<file path="config.mk">
export PLATFORM = sky130hd
export DESIGN_NAME = wb_arbiter
export DESIGN_NICKNAME = d
export VERILOG_FILES = /design/src/rtl/wb_arbiter.sv
export SDC_FILE = /design/constraint.sdc
export NUM_CORES = 1
export LEC_CHECK = 0
export CAP_MARGIN = 20
export CORE_ASPECT_RATIO = 1.2
export CORE_MARGIN = 10
export CORE_UTILIZATION = 51
export CTS_CLUSTER_SIZE = 25
export DETAILED_ROUTE_END_ITERATION = 7
export PLACE_DENSITY_LB_ADDON = 0.3
export SETUP_SLACK_MARGIN = 0.05
export SYNTH_ARGS = -nofsm -noshare
export SYNTH_HDL_FRONTEND = slang
export SYNTH_SLANG_ARGS = --single-unit
export TNS_END_PERCENT = 20
</file>
<file path="constraint.sdc">
create_clock -name CLK -period 3.85 [get_ports CLK]
set_input_delay 0.385 -clock CLK [delete_from_list [all_inputs] [get_ports CLK]]
set_output_delay 0.385 -clock CLK [all_outputs]
set_load 0.01 [all_outputs]
</file>
<file path="src/rtl/wb_arbiter.sv">
// Writeback sequencer: three one-entry holding registers (ALU, load, jump) drained
// round-robin into a single registered register-file write port, with speculative parking.
module wb_arbiter #(
  parameter int unsigned WORD_W = 32,
  parameter int unsigned REG_W  = 5
) (
  input  logic              CLK,
  input  logic              nRST,

  input  logic              alu_valid,
  input  logic              alu_spec,
  input  logic [WORD_W-1:0] alu_wdat,
  input  logic [REG_W-1:0]  alu_reg_sel,
  output logic              alu_ready,

  input  logic              load_valid,
  input  logic              load_spec,
  input  logic [WORD_W-1:0] load_wdat,
  input  logic [REG_W-1:0]  load_reg_sel,
  output logic              load_ready,

  input  logic              jump_valid,
  input  logic              jump_spec,
  input  logic [WORD_W-1:0] jump_wdat,
  input  logic [REG_W-1:0]  jump_reg_sel,
  output logic              jump_ready,

  input  logic              branch_correct,
  input  logic              branch_mispredict,

  output logic              rf_wen,
  output logic [REG_W-1:0]  rf_wsel,
  output logic [WORD_W-1:0] rf_wdat,
  output logic              wb_busy
);

  localparam int unsigned N_SRC = 3;
  localparam int unsigned IDX_W = 2;
  localparam logic [IDX_W-1:0] IDX_JUMP = IDX_W'(2);

  // Source-indexed views of the per-unit ports (ALU=0, LOAD=1, JUMP=2)
  logic [N_SRC-1:0]  in_valid;
  logic [N_SRC-1:0]  in_spec;
  logic [REG_W-1:0]  in_sel [N_SRC];
  logic [WORD_W-1:0] in_dat [N_SRC];

  assign in_valid  = {jump_valid, load_valid, alu_valid};
  assign in_spec   = {jump_spec, load_spec, alu_spec};
  assign in_sel[0] = alu_reg_sel;
  assign in_sel[1] = load_reg_sel;
  assign in_sel[2] = jump_reg_sel;
  assign in_dat[0] = alu_wdat;
  assign in_dat[1] = load_wdat;
  assign in_dat[2] = jump_wdat;

  // Holding-register state
  logic [N_SRC-1:0]  full_q, full_d;
  logic [N_SRC-1:0]  spec_q, spec_d;
  logic [REG_W-1:0]  sel_q  [N_SRC];
  logic [REG_W-1:0]  sel_d  [N_SRC];
  logic [WORD_W-1:0] dat_q  [N_SRC];
  logic [WORD_W-1:0] dat_d  [N_SRC];
  logic [IDX_W-1:0]  last_q;

  // Arbitration signals
  logic [N_SRC-1:0]  elig;
  logic [N_SRC-1:0]  grant;
  logic [N_SRC-1:0]  ready;
  logic [IDX_W-1:0]  gnt_idx;
  logic [IDX_W-1:0]  cand;
  logic              gnt_any;

  assign elig = full_q & ~spec_q;

  // Round-robin search beginning one past the last granted source
  always_comb begin
    gnt_any = 1'b0;
    gnt_idx = '0;
    cand    = '0;
    grant   = '0;
    for (int unsigned k = 1; k <= N_SRC; k++) begin
      cand = IDX_W'((32'(last_q) + 32'(k)) % 32'(N_SRC));
      if (!gnt_any && elig[cand]) begin
        gnt_any = 1'b1;
        gnt_idx = cand;
      end
    end
    if (gnt_any) begin
      grant[gnt_idx] = 1'b1;
    end
  end

  // A granted entry frees its slot this cycle, so refill can overlap the drain
  assign ready = ~full_q | grant;

  assign alu_ready  = ready[0];
  assign load_ready = ready[1];
  assign jump_ready = ready[2];
  assign wb_busy    = |full_q;

  // Holding-register next state: drain, capture, then branch resolution
  always_comb begin
    full_d = full_q & ~grant;
    spec_d = spec_q;
    sel_d  = sel_q;
    dat_d  = dat_q;
    for (int unsigned i = 0; i < N_SRC; i++) begin
      if (in_valid[i] && ready[i]) begin
        full_d[i] = 1'b1;
        spec_d[i] = in_spec[i];
        sel_d[i]  = in_sel[i];
        dat_d[i]  = in_dat[i];
      end
    end
    // Mispredict takes priority and also drops a spec entry captured this edge
    if (branch_mispredict) begin
      full_d = full_d & ~spec_d;
      spec_d = '0;
    end else if (branch_correct) begin
      spec_d = '0;
    end
  end

  always_ff @(posedge CLK or negedge nRST) begin
    if (!nRST) begin
      full_q <= '0;
      spec_q <= '0;
      for (int unsigned i = 0; i < N_SRC; i++) begin
        sel_q[i] <= '0;
        dat_q[i] <= '0;
      end
    end else begin
      full_q <= full_d;
      spec_q <= spec_d;
      sel_q  <= sel_d;
      dat_q  <= dat_d;
    end
  end

  // Registered write port; reg 0 consumes the entry without a write strobe
  always_ff @(posedge CLK or negedge nRST) begin
    if (!nRST) begin
      last_q  <= IDX_JUMP;
      rf_wen  <= 1'b0;
      rf_wsel <= '0;
      rf_wdat <= '0;
    end else if (gnt_any) begin
      last_q  <= gnt_idx;
      rf_wen  <= |sel_q[gnt_idx];
      rf_wsel <= sel_q[gnt_idx];
      rf_wdat <= dat_q[gnt_idx];
    end else begin
      rf_wen  <= 1'b0;
    end
  end

endmodule
</file>
Word level (Yosys, flattened, before mapping)
Cells that the tools add are included.
- flip-flop bits (word level): 157
- word-level logic and storage cells: 74
- add/sub/neg operators: 3
- div/mod/pow operators: 3
- $lt $le $gt $ge: 6
- muxes and demuxes: 31
- bitwise logic cells: 9
- reduce and logical (&&, ||, !) cells: 10
- operator list (operator ; count):
    modulo 32 x 2 -> 32 bit (second input constant) ; 3
    binary-select mux 32 bit (select 2 bit) ; 1
    two-way mux 32 bit ; 2
    two-way mux 1 bit ; 14
    less-than comparator 2 x 3 -> 1 bit (second input constant) ; 4
    two-way mux 3 bit ; 4
    inverter 3 bit ; 4
    binary-select mux 5 bit (select 2 bit) ; 1
    two-way mux 5 bit ; 2
    bitwise AND 3 bit ; 3
    adder 2 x 2 -> 3 bit (second input constant) ; 2
    binary-select mux 1 bit (select 2 bit) ; 3
    logical AND 1 bit ; 6
    two-way mux 2 bit ; 3
    OR reduction 5 bit ; 1
    adder 2 x 1 -> 3 bit (second input constant) ; 1
    greater-or-equal comparator 3 bit (second input constant) ; 1
    inverter 2 -> 3 bit ; 1
    OR 3 bit ; 1
    OR reduction 3 bit ; 1
    demux 1 bit (select 2 bit) ; 1
    greater-or-equal comparator 2 x 1 -> 1 bit (second input constant) ; 1
    logical NOT 1 bit ; 2

Logic depth before layout (Yosys ltp)
- depth in word-level cells: 22
- gate-level depth with buffers: 13
- mapped depth without buffers: 10

Least setup slack after synthesis
OpenSTA, ideal clock, no wires.
- path type: register to register
- start: register last_q[1]
- end: register dat_q[12] (netlist bit)
- library setup time: 125 ps
- arrival time: 2804 ps
- required time: 3725 ps
- path slack: 921 ps
- stages on the path, launching flop included: 12
- period minus slack after synthesis: 2929 ps
- path through: dfstp_2 > inv_1 > ha_1 > buf_2 > nor4b_4 > nor3b_1 > a22oi_2 > nand2_1 > nand2_1 > buf_2 > buf_2 > mux2_2
- longest elaborated chain between the ends: 18
- ends and longest elaborated chain (element ; line ; source):
    from (decl) ; 63 ; logic [IDX_W-1:0] last_q;
    from (signal assigned) ; 148 ; last_q <= gnt_idx;
    adder 2 x 1 -> 3 bit ; 82 ; cand = IDX_W'((32'(last_q) + 32'(k)) % 32'(N_SRC));
    modulo 32 x 2 -> 32 bit ; 82 ;
    binary-select mux 1 bit (select 2 bit) ; 83 ; if (!gnt_any && elig[cand]) begin
    two-way mux 1 bit (not written as such) ; 83 ;
    two-way mux 1 bit ; 83 ;
    logical NOT 1 bit ; 83 ;
    logical AND 1 bit ; 83 ;
    two-way mux 1 bit ; 83 ;
    (+3 left out) ; - ;
    less-than comparator 2 x 3 -> 1 bit (not written as such) / greater-or-equal comparator 2 x 1 -> 1 bit (equally long branches) ; 89 ; grant[gnt_idx] = 1'b1;
    logical AND 1 bit (not written as such) ; 89 ;
    two-way mux 1 bit (not written as such) ; 89 ;
    demux 1 bit (select 2 bit) ; 89 ;
    two-way mux 3 bit (*) ; 88 ; if (gnt_any) begin
    OR 3 bit (*) ; 94 ; assign ready = ~full_q | grant;
    named net jump_ready ; 26 ; output logic jump_ready,
    logical AND 1 bit (*) ; 108 ; if (in_valid[i] && ready[i]) begin
    to (signal assigned) ; 136 ; dat_q <= dat_d;
    to (decl) ; 61 ; logic [WORD_W-1:0] dat_q [N_SRC];
Mark *: on every way through the listed nets, which the timed path passes. The rest lies on a longest branch. The select of a mux whose other input is x is not followed.
A chain may end at the register's enable or synchronous reset.

Worst setup path after layout
- start: register last_q[0]
- end: output port alu_ready
- longest elaborated chain between the ends: 17
- ends and longest elaborated chain (element ; line ; source):
    adder 2 x 1 -> 3 bit ; 82 ;
    modulo 32 x 2 -> 32 bit ; 82 ;
    binary-select mux 1 bit (select 2 bit) ; 83 ;
    two-way mux 1 bit (not written as such) ; 83 ;
    two-way mux 1 bit ; 83 ;
    logical NOT 1 bit ; 83 ;
    logical AND 1 bit ; 83 ;
    two-way mux 1 bit ; 83 ;
    logical NOT 1 bit ; 83 ;
    logical AND 1 bit ; 83 ;
    two-way mux 2 bit ; 83 ;
    less-than comparator 2 x 3 -> 1 bit (not written as such) / greater-or-equal comparator 2 x 1 -> 1 bit (equally long branches) ; 89 ;
    logical AND 1 bit (not written as such) ; 89 ;
    two-way mux 1 bit (not written as such) ; 89 ;
    demux 1 bit (select 2 bit) ; 89 ;
    two-way mux 3 bit (*) ; 88 ;
    OR 3 bit (*) ; 94 ;
    to (decl) ; 14 ; output logic alu_ready,
Mark *: on every way between the ends. The rest lies on a longest branch, timed or not. The select of a mux whose other input is x is not followed.

==> results.cfg <==
[yosys]
postSynthAreaPerCell_sq_um = 13.6
synth_fa_ha_area_share_pct = 0.698
synth_top_family_by_area = multiplexers
syn_area_sq_um = 7170
synth_xor_area_share_pct = 0
synthMuxAreaShare_pct = 25.0
synth_seq_cells = 157
netlist.top_cell.by_area = dfrtp_1
synth_edf_count = 0
synth-compound-area-share_pct = 10.6
synth_top_area_share_pct = 54.4
synth.distinct_cells = 51
synth-simple-area-share_pct = 6.11
synth-async-reset-ratio_pct = 100
syn_inst = 526
synthTopCellsByArea = dfrtp_1 54%, mux2_2 12%, mux2_4 6.3%
yosysWarnings = 0
seq_area_frac_synth_pct = 54.8
synth_fp_nets = 651
synth-main-ff-cell = dfrtp_1

[global_routing]
grt_use_total_pct = 19.4
grt_pass1_wl_mm = 29.5
antenna_found_initial = 0
grt_pass1_vias = 5464
grt_overflow = 0
grt_max_degree = 112

[floorplanning]
die_area_sq_um = 19200
start_util_pct = 51.9
rows = 47
coreArea_sq_um = 13800
fp.dieH_microns = 150
ios = 163
die_w_microns = 128

[finish]
fin_nets = 812
drive_above_1_share_pct = 24.1
fillCellCount = 954
area.sequential_sq_um = 3930
multiInputGateArea_sq_um = 3090
syn_to_final_growth_pct = 34.2
fin_area_sq_um = 9630
insertedDiodeCount = 0

[clocking]
path_clk_slew_ps = 60
cts_hold_buffers = 0
insertion_delay_ps = 420
cts_tree = built
clockBufferDepth = 2
cts_buffers = 17
h-tree-depth = 4
cts_root_buf = clkbuf_16
cts.sinks = 157

[setup_path]
crit_chain = inv_1, ha_1, and4bb_1, a211oi_4, o31a_1, o211ai_1, a31oi_2, inv_2, clkdlybuf4s50_1
max_stage_delay_ps = 490
r2r-end = dat_q[81]
worstSetupPathType = flop to primary output
critPathRequiredTime_ps = 3460
critPathMaxFanout = 9
endpoint_kind = primary output
crit_arrival_ps = 3380
crit_slowest_cell = clkdlybuf4s50_1
crit_family = compound AO/OA/AOI/OAI gates
r2r_cells = 10
path_buf_inv = 3
reg2reg_from = last_q[0]
rrSetupSlack_ps = 370
critical_path.startpoint_type = flop

[power]
ir_drop_mv = 1.05
p_per_area_nw_per_um2 = 1200
leakagePower_nw = 4.36

[sta]
fin_crit_ps = 3760
rsz0062_at_grt = true
setup_violations = 0
finalSetupTns_ps = 0
hold_viol_final = 0
finClkSkew_ps = 8.39
post-route-period-util_pct = 97.7
max_slew.worst_pin.slew_ps = 995
clock.fmax_mhz = 266
hold_ws_ps = 106
relSlewSlack_pct = 33.6
slew_viol_final = 0

[place]
placement.io_buffers = 162
dp_hpwl_mm = 12.4
place_area_sq_um = 8920
place_congestion = 0.928

[route]
vias = 4903
first_pass_iters = 4
avgViaCountPerCell = 5.63
wl_mm = 18.3
postRouteAntennaNets = 0
wl_per_cell_microns = 21.0
drt_iter0_drc = 430
drc = 0

[hold_path]
hp-class = primary input to asynchronous set/reset pin

[outcome]
outcome = completed

[job]
maxCapViolations = 0
worst max path at each step:
stage,from,slack (ps),depth (start not counted),to
after floorplan,last_q[1],920,11,dat_q[12]
after global placement,last_q[1],550,8,dat_q[84]
after detailed placement,last_q[1],360,6,load_ready
after CTS,last_q[0],40,8,alu_ready
after global routing,last_q[0],-40,9,alu_ready
final,last_q[0],90,9,alu_ready
cell type report:
cell class,count,area share [%]
flip-flops and latches,157,40.8
clock buffers,22,4.93
inverters,7,0.273
repair buffers,172,17.8
clock inverters,10,1.92
multi-input cells,332,32.1
well taps,171,2.22
layout by cell type, fill, tap and decap left out, types with 2 or more instances in the layout:
master           netlist  final
a211oi_1              34     34
a21o_1                35     35
a21oi_1               12     12
and4bb_1               2      2
buf_4                  2      9
bufinv_16              0      5
clkbuf_1              13      2
clkbuf_16              0     17
clkbuf_8               0      3
clkdlybuf4s50_1        0    161
clkinv_2               0      2
clkinv_4               0      2
dfrtp_1              156    156
ha_1                   4      3
inv_1                  6      6
mux2_1                12     12
mux2_2                75     75
mux2_4                30     30
mux2i_1               36     36
nand2_1                9      8
nand2_4                2      2
nand2b_1               2      2
nand3_1                3      3
nor2_1                35     35
nor3b_1                2      2
nor3b_4                0      2
o21ai_0                8      8
or2_2                  2      2
or3_1                  2      2
per-stage QoR:
step           instances  setup WS, ps  utilization [%]  total power, mW
2_1_floorplan        526           921                -             7.91
3_3_place_gp         837           552             64.6             9.34
3_5_place_dp         837           361             64.6             9.62
4_1_cts              869          42.2             69.4             11.5
5_1_grt              871         -42.4             69.7             12.3
6_report             871          88.4             69.7             11.6
cell usage after synthesis (3+ instances only):
cell type	instances
a211oi_1	34
nor2_1	35
mux2_1	12
mux2_4	30
mux2i_1	36
nand2_1	9
clkbuf_1	13
inv_1	6
a21o_1	35
mux2_2	75
o21ai_0	8
dfrtp_1	156
a21oi_1	12
ha_1	4
buf_6	6
nand3_1	3
buf_2	9
per-layer routing:
layer  part of all wire, %  routed length, microns  track usage, %
met5                     0                       0               0
met2                    51                    9320            32.0
met4                   1.7                     303            5.92
met3                   8.2                    1490            7.40
met1                    39                    7170            22.9
logic make-up after synthesis:
| group | after synthesis |
|---|---|
| and+or+nand+nor | 72 |
| buffers and inverters | 37 |
| adders and majority gates | 4 |
| DFF | 157 |
| muxes | 153 |
| AOI/OAI and AO/OA | 103 |
repair_timing:
item                                    CTS  global route
gates cloned                              0             0
resized for setup                         1             4
endpoints found under the setup margin    2             2
buffers inserted                          0             2
endpoints found under the hold margin     0             0
pin swaps                                 1             1
registers in the layout, summed over array words and instances (netlist names):
register / count
last_q: 2
rf_wsel: 5
rf_wen: 1
rf_wdat: 32
sel_q: 15
spec_q: 3
full_q: 3
dat_q: 96
worst reg2reg max path: stages (launching register included):
cell      delay, ps
dfrtp_1         400
inv_1           100
ha_1            470
and4bb_1        320
a211oi_4        430
o31a_1          200
o211ai_1        130
a31oi_2         320
inv_2           100
nand2_4         470
mux2_2          430
power breakdown:
group | total (mW) | switching [mW] | leakage (nW) | internal [mW]
clock network | 1.86 | 0.655 | 0.320 | 1.20
registers | 3.11 | 0.511 | 1.84 | 2.60
logic | 6.58 | 3.16 | 2.19 | 3.42
No activity file was read; power rests on OpenSTA's default activity.
